**src/rtl/dsp_ram_arbiter.sv**
```systemverilog
// dsp_ram_arbiter: display RAM port A arbiter (z80 > clear > host); ports: clk/reset, z80_wr/addr/data, clr_start/busy, host req/we/addr/wdata/ack/rdata, z80_wr_seen, registered ram_ce/we/addr/din, ram_dout
module dsp_ram_arbiter #(
    parameter int ADDR_W = 10,
    parameter logic [7:0] FILL_CHAR = 8'h20
) (
    input  logic              clk,
    input  logic              reset,
    input  logic              z80_wr,
    input  logic [ADDR_W-1:0] z80_addr,
    input  logic [7:0]        z80_data,
    input  logic              clr_start,
    output logic              clr_busy,
    input  logic              host_req,
    input  logic              host_we,
    input  logic [ADDR_W-1:0] host_addr,
    input  logic [7:0]        host_wdata,
    output logic              host_ack,
    output logic [7:0]        host_rdata,
    output logic              z80_wr_seen,
    output logic              ram_ce,
    output logic              ram_we,
    output logic [ADDR_W-1:0] ram_addr,
    output logic [7:0]        ram_din,
    input  logic [7:0]        ram_dout
);
    typedef enum logic {CLR_IDLE, CLR_RUN} clr_t;
    typedef enum logic [1:0] {H_IDLE, H_WAIT, H_RD, H_ACK} host_t;
    localparam logic [ADDR_W-1:0] LAST = '1;
    clr_t clr_st, clr_nx;
    host_t h_st, h_nx;
    logic z80_pend, g_z, g_c, g_h, g_any, rd_fresh;
    logic [ADDR_W-1:0] z80_a, cnt, cnt_nx;
    logic [7:0] z80_d, rdata_q;
    always_comb begin
        g_z = z80_pend;
        g_c = !z80_pend && clr_st == CLR_RUN;
        g_h = !z80_pend && clr_st != CLR_RUN && h_st == H_WAIT;
        g_any = g_z || g_c || g_h;
        clr_nx = clr_st;
        cnt_nx = cnt;
        if (clr_st == CLR_IDLE && clr_start) begin
            clr_nx = CLR_RUN;
            cnt_nx = '0;
        end else if (g_c) begin
            clr_nx = cnt == LAST ? CLR_IDLE : CLR_RUN;
            cnt_nx = cnt == LAST ? cnt : cnt + 1'b1;
        end
        h_nx = h_st;
        case (h_st)
            H_IDLE: h_nx = host_req ? H_WAIT : H_IDLE;
            H_WAIT: h_nx = !g_h ? H_WAIT : host_we ? H_ACK : H_RD;
            H_RD:   h_nx = H_ACK;
            H_ACK:  h_nx = host_req ? H_ACK : H_IDLE;
            default: h_nx = H_IDLE;
        endcase
    end
    // the RAM output is only valid in the first ack cycle, so it is passed
    // straight through then and held from the latch afterwards
    assign host_rdata = rd_fresh ? ram_dout : rdata_q;
    assign host_ack = h_st == H_ACK;
    assign clr_busy = clr_st == CLR_RUN;
    always_ff @(posedge clk) begin
        if (reset) begin
            clr_st <= CLR_IDLE;
            h_st <= H_IDLE;
            cnt <= '0;
            z80_pend <= 1'b0;
            z80_a <= '0;
            z80_d <= '0;
            z80_wr_seen <= 1'b0;
            rd_fresh <= 1'b0;
            rdata_q <= '0;
            ram_ce <= 1'b0;
            ram_we <= 1'b0;
            ram_addr <= '0;
            ram_din <= '0;
        end else begin
            clr_st <= clr_nx;
            h_st <= h_nx;
            cnt <= cnt_nx;
            z80_pend <= z80_wr;
            if (z80_wr) begin
                z80_a <= z80_addr;
                z80_d <= z80_data;
            end
            z80_wr_seen <= z80_wr_seen || z80_wr;
            rd_fresh <= h_st == H_RD;
            if (rd_fresh) rdata_q <= ram_dout;
            ram_ce <= g_any;
            ram_we <= g_z || g_c || (g_h && host_we);
            if (g_any) begin
                ram_addr <= g_z ? z80_a : g_c ? cnt : host_addr;
                ram_din <= g_z ? z80_d : g_c ? FILL_CHAR : host_wdata;
            end
        end
    end
endmodule

```
**config.mk**
```make
export PLATFORM = sky130hd
export DESIGN_NAME = dsp_ram_arbiter
export DESIGN_NICKNAME = d
export VERILOG_FILES = /design/src/rtl/dsp_ram_arbiter.sv
export SDC_FILE = /design/constraint.sdc
export NUM_CORES = 1
export LEC_CHECK = 0
export CORE_ASPECT_RATIO = 1.5
export CORE_UTILIZATION = 30
export CTS_CLUSTER_DIAMETER = 50
export DETAILED_ROUTE_END_ITERATION = 16
export SLEW_MARGIN = 10
export SYNTH_ARGS = -nofsm -noshare
export SYNTH_HDL_FRONTEND = slang
export SYNTH_SLANG_ARGS = --single-unit
```
**constraint.sdc**
```tcl
create_clock -name clk -period 2.26 [get_ports clk]
set_input_delay 0.452 -clock clk [delete_from_list [all_inputs] [get_ports clk]]
set_output_delay 0.452 -clock clk [all_outputs]
set_load 0.005 [all_outputs]
```
Word level (Yosys, flattened, before mapping):

Cells that the tools add are included.
W data, S select, Z words.

* add/sub/neg operators: 1
* equality and inequality tests: 4
* muxes and demuxes: 13
* bitwise logic cells: 2
* reductions and logical operators: 14

Operator list (number)
* $mux W8: 3
* $mux W10: 2
* $add A10 B1 Y10 const B: 1
* $eq A10 B10 Y1 const B: 1
* $pmux W2 S4: 1
* $logic_and A1 B1 Y1: 5
* $mux W1: 5
* $eq A2 B2 Y1 const B: 2
* $logic_or A1 B1 Y1: 4
* $mux W2: 2
* $eq A2 B1 Y1 const B: 1
* $logic_not A2 Y1: 1
* $not A1 Y1: 2
* $reduce_and A2 Y1: 1
* $reduce_bool A2 Y1: 1
* $reduce_or A2 Y1: 1
* $logic_not A1 Y1: 1

* flip-flop bits (word level): 62
* bits of input ports: 50
* output and inout bits: 31
* word-level logic and storage cells: 47

Depth between registers and ports, before layout:

Gate-level depths: netlist of run 1.

* depth in word-level cells: 5
* gate-level depth with buffers: 6
* gate-level depth less buffers: 5

Worst setup path after synthesis of run 1:

OpenSTA, ideal clock, no wires.

* path type: reg2reg
* from: reg cnt[0]
* to: reg cnt[5]
* setup time: 0.070 ns
* data arrival time: 1.605 ns
* required time: 2.190 ns
* path slack: 0.585 ns
* stages on the path, launching flop included: 7
* buffers on the path: 1
* clock period less this slack: 1.675 ns
* path through: dfxtp_1 > ha_1 > and4_4 > and3_4 > buf_6 > or4_1 > a21oi_1

* cells in the longest elaborated chain, start to end: 3
* elaborated cells on any way between the ends: 4
* classes of those cells: 1 x add/sub; 1 x eq/ne; 1 x bitwise; 1 x reduce/logical

RTL lines
* from (decl): RTL line 32 `logic [ADDR_W-1:0] z80_a, cnt, cnt_nx;`
* from (signal assigned): RTL line 80 `cnt <= cnt_nx;`
* parallel branches: the longest is 3 deep, another holds $add A10 B1 Y10

Several ways; the timed one is not identified.
A chain may end at the register's enable or synchronous reset.

Final worst setup path of run 1:

* from: reg rd_fresh
* to: out host_rdata[0]

* cells in the longest elaborated chain, start to end: 1

RTL lines
* from (decl): RTL line 31 `logic z80_pend, g_z, g_c, g_h, g_any, rd_fresh;`
* from (signal assigned): RTL line 71 `rd_fresh <= 1'b0;`
* from (signal assigned): RTL line 87 `rd_fresh <= h_st == H_RD;`
* $mux W8
* to (decl): RTL line 18 `output logic [7:0] host_rdata,`

No other way between the ends.

==> metrics.md, run 1 <==
| Metric | Value |
|---|---|
| Run status | finished clean |
| Power Density | 793 nW/µm² |
| Hold-fix buffer count after cts | 0 |
| Worst setup SP type | register |
| Vias in the first global route | 2314 |
| Crit Path Max Fanout | 8 |
| Root Driver | clkbuf_16 |
| Syn avg cell area | 9.00 µm² |
| Slew Limit Fails | 0 |
| Ports | 81 |
| Max Freq | 469 MHz |
| Main synth FF type | dfxtp_1 |
| Worst-Skew Late Latency | 0.33 ns |
| GRT Util Overall | 0.163 |
| Max VDD drop | 0.000422 V |
| Unrepaired setup endpoints after global routing | false |
| Top layer used by detailed routing | met4 |
| Crit path max-delay cell type | dfxtp_1 |
| Post-CTS setup buffer count | 0 |
| Setup CP Type | reg2out |
| Overflow after GRT | 0 |
| Residual DRC count | 0 |
| MaxCap Viol Count | 0 |
| First-pass DRT Iterations | 4 |
| Rows | 41 |
| Hold Worst Slack | 0.454 ns |
| Port bufs | 80 |
| Routed WL per cell | 14.3 µm |
| Via count | 2329 |
| Cell variety after synth | 41 |
| Register area | 1240 µm² |
| Worst slack, placed | 0.220 ns |
| YS warnings | 0 |
| Top cells by area, synth | dfxtp_1 47%, mux2i_1 12%, nand2_1 5.3%, nor2_1 5.3%, mux2_2 3.4% |
| Fillers | 826 |
| Post-synthesis cell area | 2620 µm² |
| Die width | between 70 and 80 µm |
| Number of buffers created by CTS | 9 |
| H-tree depth | 3 |
| Cell area after layout | 3840 µm² |
| Crit path DAT | approximately 1.7 ns |
| R2R Path End | cnt[5] |
| Inst Count DP | 467 |
| Setup TNS | 0 ns |
| Met3 WL | 422 µm |
| Fin. Hold Viols | 0 |
| Final setup fails | 0 |
| Met2 WL | 3.31 mm |
| RR Startpoint | clr_busy |
| Post-Syn Nets | 342 |
| Starting Density | 0.310 |
| DP Area | 3530 µm² |
| Clock buffer depth | 2 |
| Worst Clk Skew | 0.00670 ns |
| RD Place Congestion | around 0.85 |
| Min-delay src | ram_addr[5] |
| Static leakage | around 1.5 nW |
| Largest net degree at the start of global routing | 53 |
| Final WL | 6.88 mm |
| Slew HR | 0.414 |
| Critical Path, Cell by Cell | mux2_2 -> clkdlybuf4s50_1 |
| Met1 WL | 2.94 mm |
| Clock-pin slew on the worst setup and hold paths | about 0.05 ns |
| Vias per Instance | about 4.8 |
| Initial DRC count | around 110 |
| Flop-to-flop setup slack | roughly 0.54 ns |
| Layout cells sized above 1 | 0.0963 |
| Die Y | 116 µm |
| Hold endpoint | ram_addr[5] |
| Post-synth EDFFs | 0 |
| Worst EP required | 1.81 ns |
| DRT antenna net count | 0 |
| Post-DP HPWL | 4.90 mm |
| CTS sink cnt | 62 |
| Worst-margin pin slew | around 0.9 ns |
| CTS tree | built |
| Worst R2R Path Depth | 5 |
| Initial antenna violation count | 0 |
| Hold Path Cell Cnt | 2 |
| Synth top area share | 0.474 |
| Post-CTS Resized | 0 |
| Number of nets in the layout | 422 |
| Setup WS post-layout | 0.130 ns |
| Hold Crit Class | reg2reg |
| N_diodes | 0 |
| Sequential fraction of the synthesis area | 0.474 |
| CP max stage delay | 0.52 ns |
| Yosys reg bits | 62 |
| Critical path endpoint category | output pin |
| Layout area overhead | 46.5% |
| Die area | roughly 9100 µm² |
| Core area | between 8000 and 9000 µm² |
| Fraction of registers with async set/reset | 0 |
| Area of the multi-input gates | 1280 µm² |
| First-pass GRT wire length | approximately 11 mm |
| Cell count after synthesis | 291 |
| Area leader, netlist | dfxtp_1 |
| Period utilization | 0.943 |
| Crit path time final | 2.13 ns |
| Final std cells w/o fill | 481 |
critical path, delay by kind of cell (launching register included):
| family | cells | cell delay [ns] |
|---|---|---|
| mux | 1 | 0.39 |
| buf+inv | 1 | 0.44 |
| flops | 1 | 0.52 |
logic make-up after synthesis:
kind of cell	share of synthesized area
adders and majority gates	0.00477
xor gates and xnor gates	0.00334
AOI/OAI and AO/OA	0.116
buffers and inverters	0.0363
muxes	0.153
DFF	0.474
and+or+nand+nor	0.213
cell type report:
| class | instances | area share |
|---|---|---|
| multi-input combinational | 207 | 0.335 |
| inverter | 3 | 0.00293 |
| tap | 107 | 0.0349 |
| timing repair buffer | 88 | 0.223 |
| sequential | 62 | 0.323 |
| clock inverter | 4 | 0.0189 |
| clock buffer | 10 | 0.0623 |
per-stage QoR:
step                power, mW   util
global placement         1.62  0.417
global route             3.18  0.453
detailed placement       1.62  0.417
floorplan                1.40      -
CTS                      3.08  0.453
finish                   3.04  0.453
synthesized netlist by cell type (all sizes together) (2+ instances only):
| cell | n |
|---|---|
| a21oi | 16 |
| or3 | 2 |
| clkbuf | 13 |
| o21ai | 15 |
| inv | 3 |
| and4 | 2 |
| nand2 | 37 |
| dfxtp | 62 |
| mux2i | 31 |
| or2 | 2 |
| a31oi | 2 |
| nor3 | 9 |
| nor2b | 13 |
| nor2 | 38 |
| a211oi | 4 |
| nand3 | 2 |
| a221oi | 7 |
| buf | 6 |
| nor3b | 2 |
| nand4 | 3 |
| mux2 | 8 |
| nand2b | 2 |
worst max-delay path by stage:
stage	from	end	slack [ns]	depth (start not counted)
6_report	rd_fresh	host_rdata[0]	0.13	2
3_3_place_gp	ram_dout[4]	host_rdata[4]	0.26	3
2_1_floorplan	cnt[0]	cnt[5]	0.59	6
4_1_cts	rd_fresh	host_rdata[0]	0.1	2
3_5_place_dp	ram_dout[0]	host_rdata[0]	0.22	3
5_1_grt	rd_fresh	host_rdata[0]	0.06	2
registers in the layout, indices dropped and copies added, names as in the netlist, 2 cells and up:
signal    cells
cnt          10
h_st          2
ram_addr     10
ram_din       8
rdata_q       8
z80_a        10
z80_d         8
metal layers:
metal  vias to the layer above  GRT usage
li1                       1176          -
met1                      1064      0.187
met3                        15     0.0469
met4                         0     0.0840
met5                         -          0
met2                        74      0.274
power breakdown:
part / switching [mW] / leakage [nW] / internal (mW)
Sequential: 0.0432 / 0.509 / 1.16
Combinational: 0.162 / 0.810 / 0.233
Clock: 0.467 / 0.150 / 0.979
Total: 0.672 / 1.47 / 2.37
layout by cell type (no fill, tap or decap), types with 3 or more instances in the layout:
master and count:
inv_1 3, o21ai_0 14, nor2_1 37, mux2_2 8, clkdlybuf4s50_1 79, nand2_1 37, clkbuf_16 9, nand4_1 3
mux2i_1 31, a21oi_1 16, dfxtp_1 62, a211oi_1 4, buf_4 8, nor3_1 8, a221oi_1 7, nor2b_1 13
(Power assumes the default switching activity.)
==> run 2, diff against run 1 <==
--- a/config.mk
+++ b/config.mk
@@ -5,10 +5,12 @@
 export SDC_FILE = /design/constraint.sdc
 export NUM_CORES = 1
 export LEC_CHECK = 0
+export ABC_AREA = 1
 export CORE_ASPECT_RATIO = 1.5
 export CORE_UTILIZATION = 30
 export CTS_CLUSTER_DIAMETER = 50
 export DETAILED_ROUTE_END_ITERATION = 16
+export RECOVER_POWER = 100
 export SLEW_MARGIN = 10
 export SYNTH_ARGS = -nofsm -noshare
 export SYNTH_HDL_FRONTEND = slang
==> run 2 against run 1 <==
Total power is 6.1% lower; first-iteration DRC count is 24% lower; sequential share of layout area is 1.0 points higher; non-clock buffer count is 1 lower; final area is 2.9% lower; combinational power hardly changed; sequential power hardly changed; final cell count is 12% higher; largest cell class is now flip-flops and latches; largest power group unchanged.
==> metrics.md, run 2 <==
| Metric | Value |
|---|---|
| Final WL | a little over 7 mm |
| Synth top area share | 0.478 |
| Final core utilization | 0.443 |
| Post-synthesis cell area | between 2000 and 3000 µm² |
| Vias in the first global route | 2481 |
| Fraction of registers with async set/reset | 0 |
| Root Driver | clkbuf_16 |
| Residual DRC count | 0 |
| Crit path time final | 2.11 ns |
| Worst EP required | between 1.5 and 2 ns |
| Die area | 9050 µm² |
| RD Place Congestion | 0.813 |
| Largest net degree at the start of global routing | 38 |
| YS warnings | 0 |
| Rows | 41 |
| Period utilization | 0.935 |
| DP Area | between 3000 and 4000 µm² |
| Initial DRC count | 86 |
| Cell variety after synth | 25 |
| Cell count after synthesis | ~350 |
| Static leakage | 1.54 nW |
| Slew HR | 0.566 |
| Critical path endpoint category | output pin |
| Starting Density | 0.309 |
| CTS sink cnt | between 60 and 70 |
| Port bufs | 80 |
| First-pass GRT wire length | 11.9 mm |
| Unrepaired setup endpoints after global routing | false |
| Die Y | 116 µm |
| Setup CP Type | reg2out |
| Post-CTS setup buffer count | 0 |
| Flop-to-flop setup slack | around 0.36 ns |
| Max VDD drop | slightly below 0.0004 V |
| Layout cells sized above 1 | 0.0668 |
| MaxCap Viol Count | 0 |
| H-tree depth | 3 |
| Max Freq | 473 MHz |
| Crit Path Max Fanout | 9 |
| Worst setup SP type | register |
| Area of the multi-input gates | 1140 µm² |
| Sequential fraction of the synthesis area | 0.478 |
| Fillers | 854 |
| Top-count cell post-synth | nand2_1 |
| CTS tree | built |
| DRT antenna net count | 0 |
| Yosys reg bits | 62 |
| Hold Crit Class | reg2reg |
| Run status | finished clean |
| Fin. Hold Viols | 0 |
| Die width | 78.0 µm |
| GRT Util Overall | 0.174 |
| Crit path DAT | 1.66 ns |
| Via count | 2552 |
| Area leader, netlist | dfxtp_1 |
| Slew Limit Fails | 0 |
| Biggest regs | cnt: 10 flops, ram_addr: 10 flops, z80_a: 10 flops |
| Worst-Skew Late Latency | around 0.33 ns |
| Syn avg cell area | 7.45 µm² |
| Ports | 81 |
| Clock-pin slew on the worst setup and hold paths | approximately 0.05 ns |
| Post-Syn Nets | 400 |
| Vias per Instance | 4.72 |
| Cell area after layout | ~3700 µm² |
| Core area | 8410 µm² |
| Power Density | 767 nW/µm² |
| Setup TNS | 0 ns |
| Final setup fails | 0 |
| Worst-margin pin slew | 0.651 ns |
| Most frequent cells in the layout | 73 x nand2_1, 61 x dfxtp_1, 55 x clkdlybuf4s50_1 |
| Top cells by area, synth | dfxtp_1 48%, nand2_1 10%, o21ai_0 8.3%, nor2_1 7.8%, a21oi_1 5.2% |
| N_diodes | 0 |
| Worst Clk Skew | 0.00615 ns |
| Commonest non-fill, non-tap cell in the layout | nand2_1 |
| Layout area overhead | 43.3% |
| Main synth FF type | dfxtp_1 |
| Number of buffers created by CTS | 9 |
| Initial antenna violation count | 0 |
| Final std cells w/o fill | roughly 540 |
| Setup WS post-layout | 0.148 ns |
| First-pass DRT Iterations | 4 |
| Most frequent cells after synthesis | 72 x nand2_1, 62 x dfxtp_1, 54 x nor2_1 |
| Overflow after GRT | 0 |
| Register area | 1240 µm² |
| Number of nets in the layout | 480 |
| Hold-fix buffer count after cts | 0 |
| Worst slack, placed | 0.245 ns |
| Post-synth EDFFs | 0 |
| Post-DP HPWL | 4.95 mm |
| Routed WL per cell | 13.3 µm |
| Clock buffer depth | 2 |
| Inst Count DP | 525 |
## run 2: layout make-up
| cell class | count | area share |
|---|---|---|
| flip-flops and latches | 62 | 0.334 |
| multi-input cells | 245 | 0.307 |
| repair buffers | 87 | 0.227 |
| clock buffers | 12 | 0.0662 |
| well taps | 107 | 0.0359 |
| inverters | 24 | 0.0242 |
| clock inverters | 4 | 0.00605 |
## run 2: what timing repair did
| item | CTS | global route |
|---|---|---|
| gates resized for setup | 0 | 1 |
| hold endpoints to repair | 0 | 0 |
| setup endpoints to repair | 0 | 5 |
## run 2: power breakdown
| part | switching, mW | leakage (nW) | internal (mW) |
|---|---|---|---|
| clock | 0.487 | 0.132 | 0.765 |
| sequential | 0.0410 | 0.511 | 1.17 |
| combinational | 0.187 | 0.900 | 0.206 |
## run 2: path summary, 6_finish.rpt
check,from,to,cells after the start
max,rd_fresh,host_rdata[7],4
min,h_st[0],rd_fresh,1
max reg2reg,cnt[0],cnt[0],7
min reg2reg,h_st[0],rd_fresh,1
## run 2: metal layers
layer / track usage / part of all wire / wire (µm) / vias up
li1: - / - / - / 1320
met1: 0.195 / 0.44 / 3140 / 1160
met2: 0.302 / 0.49 / 3560 / 59
met3: 0.0535 / 0.049 / 354 / 13
met4: 0.0765 / 0.020 / 142 / 0
met5: 0 / 0 / 0 / -
## run 2: logic make-up (layout without fill, tap and decap cells)
group	after synthesis	after routing	synth area share
flops	62	62	0.478
xor+xnor	1	1	0.00337
buf+inv	42	127	0.0761
compound gates	94	94	0.196
fa+ha+maj	1	1	0.00481
simple gates	149	149	0.242
## run 2: per-stage QoR
step	hold WS (ns)	total power, mW
2_1_floorplan	0.444	1.41
3_3_place_gp	0.451	1.64
3_5_place_dp	0.465	1.65
4_1_cts	0.474	2.91
5_1_grt	0.508	3.00
6_report	0.469	2.86
## run 2: worst max-delay path: stages, from the launching register on
cell and delay (ns):
dfxtp_2 0.37, inv_1 0.22, nand2_1 0.11, nand2_1 0.07
dlygate4sd3_1 0.56
